File: config.mk
export PLATFORM = sky130hd
export DESIGN_NAME = mmio_timer_flat
export DESIGN_NICKNAME = d
export VERILOG_FILES = /design/src/rtl/mmio_timer_if.sv /design/src/rtl/mmio_timer.sv /design/src/flat_wrapper.sv
export SDC_FILE = /design/constraint.sdc
export NUM_CORES = 1
export LEC_CHECK = 0
export CAP_MARGIN = 20
export CORE_AREA = 5 5 110 112
export CTS_CLUSTER_SIZE = 30
export DETAILED_ROUTE_END_ITERATION = 6
export DIE_AREA = 0 0 115 117
export PLACE_DENSITY = 0.69
export SKIP_LAST_GASP = 1
export SYNTH_ARGS = -nofsm -noshare
export SYNTH_HDL_FRONTEND = slang
export SYNTH_SLANG_ARGS = --single-unit
export TNS_END_PERCENT = 20
File: constraint.sdc
create_clock -name CLK -period 2.93 [get_ports CLK]
set_clock_uncertainty 0.15 [all_clocks]
set_input_delay 0.4395 -clock CLK [delete_from_list [all_inputs] [get_ports CLK]]
set_output_delay 0.4395 -clock CLK [all_outputs]
set_load 0.1 [all_outputs]
File: src/rtl/mmio_timer_if.sv
// CPU data-bus port of the memory-mapped timer.
// The CPU drives the address, write data and write enable. The timer returns combinational read data.
interface mmio_timer_if;
    logic [31:0] A;
    logic [31:0] WD;
    logic        WE;
    logic [31:0] RD;

    modport master (output A, output WD, output WE, input RD);
    modport slave  (input A, input WD, input WE, output RD);
endinterface

File: src/rtl/mmio_timer.sv
// Memory-mapped compare/match timer with a zero-latency read port and a level IRQ.
// The optional 16-bit tick prescaler is built only when MMIO_TIMER_PRESCALER_EN is defined.
module mmio_timer #(
    parameter logic [31:0] BASE_ADDR = 32'h0000_0100
) (
    input  logic         CLK,
    input  logic         ResetN,
    mmio_timer_if.slave  bus,
    output logic         IRQ
);
    localparam int unsigned DW    = 32;
    localparam int unsigned CW    = 3;
    localparam int unsigned PW    = 16;
    localparam int unsigned OFS_W = 3;

    localparam logic [OFS_W-1:0] OFF_CTRL     = 3'd0;
    localparam logic [OFS_W-1:0] OFF_COUNT    = 3'd1;
    localparam logic [OFS_W-1:0] OFF_COMPARE  = 3'd2;
    localparam logic [OFS_W-1:0] OFF_STATUS   = 3'd3;
    localparam logic [OFS_W-1:0] OFF_PRESCALE = 3'd4;

    localparam int unsigned CTRL_EN   = 0;
    localparam int unsigned CTRL_AR   = 1;
    localparam int unsigned CTRL_IRQE = 2;

    logic [CW-1:0]    ctrl_q,    ctrl_n;
    logic [DW-1:0]    count_q,   count_n;
    logic [DW-1:0]    compare_q, compare_n;
    logic             match_q,   match_n;
    logic             irq_q;

    logic             hit_c;
    logic [OFS_W-1:0] off_c;
    logic             wr_c;
    logic             tick_c;
    logic [DW-1:0]    presc_rd_c;
    logic [DW-1:0]    rd_c;
    logic             unused_addr;

    assign hit_c       = (bus.A[31:5] == BASE_ADDR[31:5]);
    assign off_c       = bus.A[4:2];
    assign wr_c        = bus.WE && hit_c;
    assign unused_addr = ^bus.A[1:0];

`ifdef MMIO_TIMER_PRESCALER_EN
    logic [PW-1:0] presc_q, presc_n;
    logic [PW-1:0] pc_q,    pc_n;

    assign tick_c     = ctrl_q[CTRL_EN] && (pc_q == presc_q);
    assign presc_rd_c = DW'(presc_q);

    // Prescale counter: parked at 0 when disabled or when CTRL is rewritten
    always_comb begin
        presc_n = presc_q;
        pc_n    = pc_q;
        if (wr_c && (off_c == OFF_PRESCALE))
            presc_n = bus.WD[PW-1:0];
        if (!ctrl_q[CTRL_EN] || (wr_c && (off_c == OFF_CTRL)))
            pc_n = '0;
        else if (pc_q == presc_q)
            pc_n = '0;
        else
            pc_n = pc_q + PW'(1);
    end

    always_ff @(posedge CLK or negedge ResetN) begin
        if (!ResetN) begin
            presc_q <= '0;
            pc_q    <= '0;
        end else begin
            presc_q <= presc_n;
            pc_q    <= pc_n;
        end
    end
`else
    assign tick_c     = ctrl_q[CTRL_EN];
    assign presc_rd_c = '0;
`endif

    // Next-state: CPU writes take priority over tick updates; a match set beats a W1C
    always_comb begin
        ctrl_n    = ctrl_q;
        count_n   = count_q;
        compare_n = compare_q;
        match_n   = match_q;

        if (tick_c) begin
            if (count_q == compare_q) begin
                match_n = 1'b1;
                count_n = ctrl_q[CTRL_AR] ? '0 : count_q + DW'(1);
            end else begin
                count_n = count_q + DW'(1);
            end
        end

        if (wr_c) begin
            case (off_c)
                OFF_CTRL:    ctrl_n    = bus.WD[CW-1:0];
                OFF_COUNT:   count_n   = bus.WD;
                OFF_COMPARE: compare_n = bus.WD;
                OFF_STATUS:  if (bus.WD[0] && !(tick_c && (count_q == compare_q))) match_n = 1'b0;
                default:     ;
            endcase
        end
    end

    always_ff @(posedge CLK or negedge ResetN) begin
        if (!ResetN) begin
            ctrl_q    <= '0;
            count_q   <= '0;
            compare_q <= '1;
            match_q   <= 1'b0;
            irq_q     <= 1'b0;
        end else begin
            ctrl_q    <= ctrl_n;
            count_q   <= count_n;
            compare_q <= compare_n;
            match_q   <= match_n;
            irq_q     <= match_n & ctrl_n[CTRL_IRQE];
        end
    end

    // Zero-latency read mux; reset values are visible while ResetN is low
    always_comb begin
        rd_c = '0;
        if (hit_c) begin
            case (off_c)
                OFF_CTRL:     rd_c = DW'(ctrl_q);
                OFF_COUNT:    rd_c = count_q;
                OFF_COMPARE:  rd_c = compare_q;
                OFF_STATUS:   rd_c = DW'(match_q);
                OFF_PRESCALE: rd_c = presc_rd_c;
                default:      rd_c = '0;
            endcase
        end
    end

    assign bus.RD = rd_c;
    assign IRQ    = irq_q;
endmodule
File: src/flat_wrapper.sv
// flat-port wrapper written by rule: the top's interface ports become plain ports
module mmio_timer_flat 
#(
    parameter logic [31:0] BASE_ADDR = 32'h0000_0100
)
  (CLK, ResetN, IRQ, bus_A, bus_WD, bus_WE, bus_RD);
  mmio_timer_if bus_i ();
  input  logic CLK;
  input  logic ResetN;
  output logic IRQ;
  input wire logic [$bits(bus_i.A)-1:0] bus_A;
  input wire logic [$bits(bus_i.WD)-1:0] bus_WD;
  input wire logic [$bits(bus_i.WE)-1:0] bus_WE;
  output wire logic [$bits(bus_i.RD)-1:0] bus_RD;
  assign bus_i.A = bus_A;
  assign bus_i.WD = bus_WD;
  assign bus_i.WE = bus_WE;
  assign bus_RD = bus_i.RD;
  mmio_timer #(.BASE_ADDR(BASE_ADDR)) u_core (.CLK(CLK), .ResetN(ResetN), .bus(bus_i), .IRQ(IRQ));
endmodule
Yosys cells after proc, flatten, opt, wreduce, memory -nomap -nowiden
Cells that the tools add are included.
Storage, ports and cells
  register bits after elaboration: 69
  input bits: 67
  output and inout port bits: 33
  word-level logic and storage cells: 34
Cells by class
  add/subtract/negate cells: 1
  eq/ne operators: 5
  multiplexer cells: 14
  bitwise logic cells: 1
  reductions and logical operators: 7
Operator list (number)
  $mux 32: 6
  $pmux 32 s4: 1
  $add 32x1->32 const B: 1
  $eq 32x32->1: 1
  $eq 27x4->1 const B: 1
  $eq 3x2->1 const B: 2
  $mux 3: 2
  $mux 1: 5
  $reduce_and 2->1: 2
  $eq 3x1->1 const B: 1
  $logic_and 1x1->1: 3
  $logic_not 3->1: 1
  $and 1x1->1: 1
  $logic_not 1->1: 1

Depth between registers and ports, before layout
  word-level depth: 8
  mapped depth: 8

Worst setup path after synthesis
Ideal clock, no wire load.
  path kind: input to output
  start: input bus_A[6]
  end: output bus_RD[0]
  arrival time: 3.493 ns
  slack: -1.153 ns
  cell stages on the path: 5
  cell sequence: nor4_1 -> nand4_1 -> or3_1 -> clkbuf_1 -> nor3b_1
Between the ends
  longest elaborated chain between the ends: 2
Ends and longest elaborated chain
  from (decl): RTL line flat_wrapper.sv:11  | input wire logic [$bits(bus_i.A)-1:0] bus_A;
  $eq 27x4->1: RTL line mmio_timer.sv:40  | assign hit_c = (bus.A[31:5] == BASE_ADDR[31:5]);
  $mux 32: RTL line mmio_timer.sv:126  | if (hit_c) begin
  to (decl): RTL line flat_wrapper.sv:14  | output wire logic [$bits(bus_i.RD)-1:0] bus_RD;
Every way passes these cells.

Worst setup path in the final report
  start: input bus_A[5]
  end: output bus_RD[23]
The elaborated chain is that of the path after synthesis.

==> reports/results.txt <==
outcome - completed
first-pass GRT wire length - 19.79 mm
Worst setup EP type - output port
worst IR drop on VDD - 0.3485 mV
# diodes - 0
largest net degree at the start of global routing - 45
setup bufs post-CTS - 0
CTS buffer count - 9
biggest cell delay along the critical path - 0.47 ns
Die H - 117 um
final worst-path cycle share - 98.50%
Setup CP Type - in -> out
Fin Hold WS - 0.3756 ns
most frequent cells in the layout - 57 x clkdlybuf4s50_1, 45 x xnor2_1, 40 x nand2_1, 38 x buf_12, 37 x dfrtp_1
area delta synth->final - 52.22%
Non-Filler Instances - 683
die width - 115 um
RePlAce Congestion - 0.9194
post-DP HPWL - 8.985 mm
hold-critical path depth - 2
worst r2r dst - u_core.count_q[19]
number of port buffers - 97
FF+latch count, synth - 69
Place WS - -0.09613 ns
commonest non-fill, non-tap cell in the layout - clkdlybuf4s50_1
CP max-delay cell - or3_4
Syn Nets - 506
fin worst setup slack - 0.04391 ns
R2R setup slack - 0.64 ns
Buf/Inv on CP - 3
CP delay by family, top - simple AND/OR/NAND/NOR gates
Startpoint Class - input port
Cell Chain, Critical Path - clkdlybuf4s50_1 -> nor4_2 -> nand4_1 -> or3_4 -> clkbuf_16 -> nor2_4 -> buf_12
R2R cell count - 7
number of global-route vias before repair - 3891
Avg Cell Area, Syn - 9.698 um^2
Post-Place Cells - 663
GRT overflow - 0
DR vias - 3684
Design Area, Final - 6466 um^2
GRT Total Usage - 18.64%
Slew @ Worst Pin - 0.5824 ns
CTS clk-pin slew, worst paths - 0.05 ns
CTS tree - yes
vias per cell - 5.394
unique cell type count in the Yosys netlist - 40
Sink Count - 69
WP data arrival - 2.30 ns
Worst Hold Path EP - u_core.match_q
fin. max-slew vios - 0
layout cells sized above 1 - 34.26%
Routed Antenna Nets - 0
power per cell area - 344.9 nW/um^2
fin nets - 603
YS warnings - 0
leakage - 2.289 nW
slew margin rel. - 61.03%
Worst EP required - 2.34 ns
drt drc - 0
initial core utilization - 38.18%
MaxCap Viol Count - 0
post-synthesis sequential area ratio - 41.59%
clk_lat worst skew - 0.33 ns
root buffer cell - clkbuf_16
H-tree levels - 3
worst-path maximum fanout - 8
synthesized area - 4248 um^2
initial antenna violation count - 0
final setup violation count - 0
Post-Syn Instances - 438
Cell Area, Placed - 5808 um^2
DIE AREA - 13460 um^2
Core ar. - 11130 um^2
initial drt markers - 236
fmax - 0.3465 GHz
final hold violations - 0
Max Buffers Root-to-Sink - 2
Final Routed Wirelength - 12.67 mm
setup TNS - 0 ns
reg2reg start - u_core.count_q[27]
fin crit period - 2.886 ns
hold wc startpoint - u_core.match_q
TritonRoute pass-1 iters - 5
Rows - 39
HP Class - reg -> reg
IO Pins - 100
drt wl/cell - 18.55 um
## cells in the mapped netlist (all sizes together)
library cell / count / area, um^2
xor2: 17 / 148.9
mux2: 33 / 375.3
mux2i: 2 / 20.02
ha: 1 / 12.51
nor2b: 1 / 6.260
buf: 16 / 98.85
nor3b: 3 / 22.52
a22oi: 29 / 217.7
and4: 3 / 26.28
o31ai: 30 / 225.2
o21ai: 3 / 15.01
or3: 2 / 12.51
nand3b: 1 / 7.510
mux4: 1 / 22.52
a21oi: 6 / 30.03
and3: 5 / 31.28
nand4b: 1 / 8.760
and2: 1 / 6.260
dfstp: 32 / 840.8
xnor2: 45 / 394.1
nor3: 8 / 40.04
nor4: 10 / 83.83
inv: 6 / 22.52
clkbuf: 19 / 73.82
nor2: 45 / 183.9
nand2: 40 / 150.1
nand4: 20 / 125.1
dfrtp: 37 / 925.9
nand3: 20 / 105.1
nor4b: 1 / 15.01
## layer usage
layer	vias to the layer above	global-route usage [%]	routed length, um
met4	0	7.590	268
met2	129	30.52	6229
li1	1766	-	-
met3	19	4.010	772
met5	-	0	0
met1	1770	24.09	5399
## how the worst max path moves through the flow
stage / from / end / slack [ns] / cells after the start
floorplan: bus_A[6] / bus_RD[10] / -0.44 / 6
global placement: bus_A[10] / bus_RD[13] / -0.07 / 7
detailed placement: bus_A[10] / bus_RD[16] / -0.1 / 7
CTS: bus_A[10] / bus_RD[11] / -0.05 / 7
global route: bus_A[14] / bus_RD[23] / -0.09 / 7
finish: bus_A[5] / bus_RD[23] / 0.04 / 7
## tightest hold or removal path: cells and delay by family, from the launching register on
| kind | cells | cell delay (ns) |
|---|---|---|
| DFF | 1 | 0.33 |
| AOI/OAI and AO/OA | 1 | 0.08 |
| and+or+nand+nor | 1 | 0.08 |
## power breakdown
part | internal (W) | switching [W] | total [W]
clock network | 0.000705 | 0.000413 | 0.00112
logic | 0.0000912 | 0.0000665 | 0.000158
registers | 0.000956 | 0.000000000935 | 0.000956
total | 0.00175 | 0.000479 | 0.00223
## sequential cells by signal, summed over array words and instances (netlist names)
| register | flops |
|---|---|
| u_core.ctrl_q | 3 |
| u_core.IRQ | 1 |
| u_core.count_q | 32 |
| u_core.compare_q | 32 |
| u_core.match_q | 1 |
## stage by stage
step | util [%] | total power (W)
final | 58.12 | 0.002230
after global routing | 58.12 | 0.002309
after CTS | 55.31 | 0.002245
after detailed placement | 52.20 | 0.001124
after global placement | 52.20 | 0.001122
after floorplan | - | 0.0009934
## layout make-up
class                      instances  area, um^2
inverter                           6       22.52
clock buffer                      11       252.7
tap                              143       178.9
fill                             938        4659
sequential                        69        1767
multi-input combinational        328        2577
clock inverter                     5       58.81
timing repair buffer             121        1609
## cell families (layout without fill, tap and decap cells)
group           after synthesis  count (layout)  share of synthesized area (%)
simple gates                161             161                          19.41
fa+ha+maj                     1               1                         0.2945
compound gates               68              68                          11.49
buf+inv                      41             143                          4.595
mux                          36              36                          9.838
flops                        69              69                          41.59
xor+xnor                     62              62                          12.78
## timing repair
action / 4_1_cts / 5_1_grt
gates cloned: 0 / 3
gates resized for setup: 9 / 56
endpoints found under the setup margin: 26 / 32
hold endpoints to repair: 1 / 0
pin swaps: 0 / 25
hold buffers: 1 / 0
Note: power is estimated with default switching activity, not from simulation.
